`src/rtl/irq_ack_sequencer.sv`:
```
// irq_ack_sequencer: CPU-side 8086-style two-pulse INTA initiator with bus lock.
// Runs LOCK -> PULSE1 -> GAP -> PULSE2 -> DONE once per request level and
// hands the vector captured during pulse 2 to the core with a one-cycle strobe.
module irq_ack_sequencer #(
  parameter int unsigned PULSE_CYCLES = 2,
  parameter int unsigned GAP_CYCLES   = 2
) (
  input  logic       clk,
  input  logic       reset,
  input  logic       intr,
  input  logic       irq_enable,
  input  logic       ack_request,
  output logic       irq_pending,
  output logic       inta_n,
  output logic       lock_n,
  input  logic [7:0] pic_data,
  input  logic       pic_data_oe_n,
  output logic [7:0] vector,
  output logic       vector_valid,
  output logic       vector_error,
  output logic       busy
);

  localparam int unsigned CNT_W = 4;
  localparam logic [CNT_W-1:0] PULSE_LOAD = CNT_W'(PULSE_CYCLES - 1);
  localparam logic [CNT_W-1:0] GAP_LOAD   = CNT_W'(GAP_CYCLES - 1);
  localparam logic [CNT_W-1:0] CNT_ONE    = CNT_W'(1);

  typedef enum logic [2:0] {
    S_IDLE   = 3'd0,
    S_LOCK   = 3'd1,
    S_PULSE1 = 3'd2,
    S_GAP    = 3'd3,
    S_PULSE2 = 3'd4,
    S_DONE   = 3'd5
  } state_t;

  state_t           state;
  logic [CNT_W-1:0] cnt;
  logic             armed;
  logic             captured;
  logic             accept;
  logic             sample;

  // Start condition: idle, core at a boundary, interrupt live, and request re-armed.
  assign accept = (state == S_IDLE) & ack_request & irq_enable & intr & armed;

  // PIC is driving the vector bus during the second pulse.
  assign sample = (state == S_PULSE2) & ~pic_data_oe_n;

  // Sequencer state, pulse timer and all registered outputs.
  always_ff @(posedge clk or posedge reset) begin
    if (reset) begin
      state        <= S_IDLE;
      cnt          <= '0;
      armed        <= 1'b1;
      captured     <= 1'b0;
      irq_pending  <= 1'b0;
      inta_n       <= 1'b1;
      lock_n       <= 1'b1;
      vector       <= 8'h00;
      vector_valid <= 1'b0;
      vector_error <= 1'b0;
      busy         <= 1'b0;
    end else begin
      irq_pending  <= intr & irq_enable;
      vector_valid <= 1'b0;
      vector_error <= 1'b0;

      // One request level yields one sequence; a released request re-arms.
      if (!ack_request) begin
        armed <= 1'b1;
      end else if (accept) begin
        armed <= 1'b0;
      end

      // Every sampled edge in pulse 2 overwrites, so the last sample wins.
      if (sample) begin
        vector   <= pic_data;
        captured <= 1'b1;
      end

      case (state)
        S_IDLE: begin
          if (accept) begin
            state    <= S_LOCK;
            busy     <= 1'b1;
            lock_n   <= 1'b0;
            captured <= 1'b0;
          end
        end
        S_LOCK: begin
          state  <= S_PULSE1;
          inta_n <= 1'b0;
          cnt    <= PULSE_LOAD;
        end
        S_PULSE1: begin
          if (cnt == '0) begin
            state  <= S_GAP;
            inta_n <= 1'b1;
            cnt    <= GAP_LOAD;
          end else begin
            cnt <= cnt - CNT_ONE;
          end
        end
        S_GAP: begin
          if (cnt == '0) begin
            state  <= S_PULSE2;
            inta_n <= 1'b0;
            cnt    <= PULSE_LOAD;
          end else begin
            cnt <= cnt - CNT_ONE;
          end
        end
        S_PULSE2: begin
          if (cnt == '0) begin
            state        <= S_DONE;
            inta_n       <= 1'b1;
            lock_n       <= 1'b1;
            vector_valid <= captured | sample;
            vector_error <= ~(captured | sample);
          end else begin
            cnt <= cnt - CNT_ONE;
          end
        end
        S_DONE: begin
          state <= S_IDLE;
          busy  <= 1'b0;
        end
        default: begin
          state  <= S_IDLE;
          inta_n <= 1'b1;
          lock_n <= 1'b1;
          busy   <= 1'b0;
        end
      endcase
    end
  end

endmodule
```
`config.mk`:
```
export PLATFORM = sky130hd
export DESIGN_NAME = irq_ack_sequencer
export DESIGN_NICKNAME = d
export VERILOG_FILES = /design/src/rtl/irq_ack_sequencer.sv
export SDC_FILE = /design/constraint.sdc
export NUM_CORES = 1
export LEC_CHECK = 0
export BUFFER_PORTS_ARGS = -buffer_cell sky130_fd_sc_hd__buf_2
export CAP_MARGIN = 25
export CORE_MARGIN = 2
export CORE_UTILIZATION = 40
export DETAILED_ROUTE_END_ITERATION = 16
export SETUP_SLACK_MARGIN = 0.02
export SYNTH_ARGS = -nofsm -noshare
export SYNTH_HDL_FRONTEND = slang
export SYNTH_SLANG_ARGS = --single-unit
```
`constraint.sdc`:
```
create_clock -name clk -period 2.4 [get_ports clk]
set_clock_uncertainty 0.1 [all_clocks]
set_input_delay 0.6 -clock clk [delete_from_list [all_inputs] [get_ports clk]]
set_output_delay 0.6 -clock clk [all_outputs]
set_load 0.05 [all_outputs]
```
==> metrics.yaml <==
global_routing:
  grt_use_total_pct: 15.49
  antenna_found_initial: 0
  grt_pass1_vias: 880
  grt_first_pass_wirelength_mm: 3.857
  grt_overflow_total: 0
  grt_max_degree: 24
floorplanning:
  rows: 19
  fp.dieH_um: 56.74
  core_area_mm2: 0.002686
  die_area_mm2: 0.003219
  start_util_pct: 41.41
  die_x_um: 56.74
  io_pins: 28
power_and_ir_drop:
  seqPwrFrac_pct: 40.3
  combPwrFrac_pct: 49.3
  power.switching_uw: 783.2
  cellLeakagePower_uw: 0.0006003
  power.density_mw_per_mm2: 1275
  ir_drop_mv: 0.7563
  clkPwrFrac_pct: 10.4
  swShare_pct: 46.79
  p_int_uw: 890.8
cts:
  clkLatencyLatePin_ns: 0.30
  ctsResizeCount: 0
  postCtsSetupRepairBufs: 0
  cts_tree: "built"
  cts_max_path_buffers: 2
  cts_buffers: 3
  path_clk_slew_ns: 0.13
  cts_hold_buffers: 0
  htree_levels: 1
  clock_sinks: 23
  cts-root-buf: "clkbuf_4"
setup_path:
  worst-path-max-fanout: 9
  worstSetupPathType: "flop to flop"
  end_kind: "flop"
  crit_path_top_delay_cell: "nor3b_2"
  worst_path_largest_cell_delay_ns: 0.50
  path_cells: "inv_1 > ha_1 > nor3b_2 > a211oi_1 > or3_1"
  cp_data_required_time_ns: 2.49
  arrival_ns: 2.09
  start_kind: "flop"
min_path:
  min-delay-path-class: "primary input to async pin"
sta:
  min_period_ns: 2.006
  timing_hold_violations_final: 0
  grt_setup_unrepaired: "no"
  slew_violations: 0
  max_freq_mhz: 498.6
  setup-tns-final_ns: 0
  setup_viol_count_final: 0
  hold_slack_ns: 0.2014
  finalCritPeriodShare_pct: 83.57
  max_slew_margin_pct: 62.05
  worstMarginPinSlew_ns: 0.5668
layout:
  layout.nets: 146
  final_cell_mix: "buf_2, dfrtp_1, mux2_2"
  diodes: 0
  final_cell_area_mm2: 0.001313
  drive_gt1_share_pct: 38.76
  multiInputGateArea_um2: 491.7
  stdcell_count: 160
  seqCellArea_um2: 579.3
  nFillCells: 245
  mostFrequentLayoutCell: "buf_2"
  areaGrowthSynthToFinish_pct: 18.00
yosys:
  netlist_area_mm2: 0.001112
  synthArstFlopShare_pct: 100.0
  ys_seq_area_share_pct: 52.08
  synth.top_cells.by_area: "dfrtp_1, mux2_2, dfstp_2"
  yosysWarnings: 0
  syn-num-nets: 116
  synthDistinctLibCells: 42
  synth_flop_cell: "dfrtp_1"
  synth_seq_cells: 23
  avgSynthCellArea_um2: 11.12
  synth_edf_count: 0
  synth_top_cell_area_share_pct: 44.99
  synth_top_area_cell: "dfrtp_1"
  syn-instance-count: 100
routing:
  final_antenna_net_count: 0
  drtIter0Drc: 41
  route.detailed.drc: 0
  first_pass_iters: 4
  vias: 881
  drt_wl_total_mm: 2.379
  post_drt_wl_per_cell_um: 14.87
  viasPerCell: 5.506
placed_design:
  port_buffers: 27
  gp_congestion: 0.7541
  postPlaceCellArea_mm2: 0.001286
  dp_hpwl_mm: 1.646
  dpl.cell_count: 156
outcome:
  outcome: "complete, no violations"
run:
  maxCapViolCount: 0
==> state kept, by name (all words and copies together) (netlist names) <==
signal	cells
armed	1
captured	1
lock_n	1
irq_pending	1
inta_n	1
cnt	4
vector	8
vector_error	1
state	3
vector_valid	1
busy	1
==> cells by family (layout without fill, tap and decap cells) <==
| group | Yosys count | count (layout) | synth area share, % |
|---|---|---|---|
| AO/OA/AOI/OAI | 23 | 23 | 13.50 |
| XOR/XNOR | 1 | 1 | 0.7875 |
| adder cells (fa/ha/maj) | 2 | 2 | 2.249 |
| buffers and inverters | 10 | 39 | 3.712 |
| flip-flops | 23 | 23 | 52.08 |
| multiplexers | 9 | 9 | 8.999 |
| AND/OR/NAND/NOR | 32 | 32 | 18.67 |
==> layout make-up <==
cell class	count	area share [%]
multi-input cells	67	37.46
repair buffers	30	12.01
clock buffers	4	2.002
inverters	5	1.430
flip-flops and latches	23	44.14
well taps	31	2.955
==> final timing paths <==
| kind | startpoint | endpoint | slack [ns] | cells after the start |
|---|---|---|---|---|
| min reg2reg | captured | vector_error | 0.38 | 1 |
| max | cnt[0] | cnt[1] | 0.39 | 5 |
| min in group clk | captured | vector_error | 0.38 | 1 |
| max in group asynchronous | reset | inta_n | 1.70 | 3 |
| max reg2reg | cnt[0] | cnt[1] | 0.39 | 5 |
| min | reset | vector[4] | 0.20 | 3 |
==> power by group through the flow <==
stage | clock (uW) | combinational, uW | sequential [uW]
final | 175 | 825 | 674
after global routing | 203 | 882 | 699
after CTS | 184 | 826 | 670
after detailed placement | 0 | 821 | 678
after global placement | 0 | 795 | 666
after floorplan | 0 | 399 | 906
==> worst max-delay path: cells and delay by family, from the launching register on <==
kind	cells	cell delay, ns
AOI/OAI and AO/OA	1	0.10
adders and majority gates	1	0.20
buffers and inverters	1	0.13
DFF	1	0.47
and+or+nand+nor	2	0.89
==> metal layers <==
metal / share of wire (%) / track usage (%) / vias to the layer above
li1: - / - / 420
met1: 44 / 17.93 / 438
met2: 51 / 26.91 / 21
met3: 4.3 / 2.995 / 2
met4: 0.71 / 7.973 / 0
met5: 0 / 0 / -
==> cell usage after synthesis, types with 2 or more instances <==
cell type   n
a21oi_1     6
clkbuf_1    3
dfrtp_1    20
dfstp_2     3
ha_1        2
inv_1       5
mux2_2      8
nand2_1     6
nand2b_1    3
nand3_1     3
nor3_1      2
nor3b_1     2
nor4b_1     2
o211ai_1    3
o21ai_0     3
o22ai_1     2
or2_2       2
==> through the flow <==
| step | utilization (%) | setup slack, ns | power [uW] |
|---|---|---|---|
| 5_1_grt | 48.86 | 0.2576 | 1783 |
| 3_5_place_dp | 47.88 | 0.4527 | 1499 |
| 2_1_floorplan | - | 0.6889 | 1304 |
| 6_report | 48.86 | 0.3944 | 1674 |
| 4_1_cts | 48.86 | 0.4267 | 1680 |
| 3_3_place_gp | 47.88 | 0.5660 | 1461 |
Note: power is estimated with default switching activity, not from simulation.
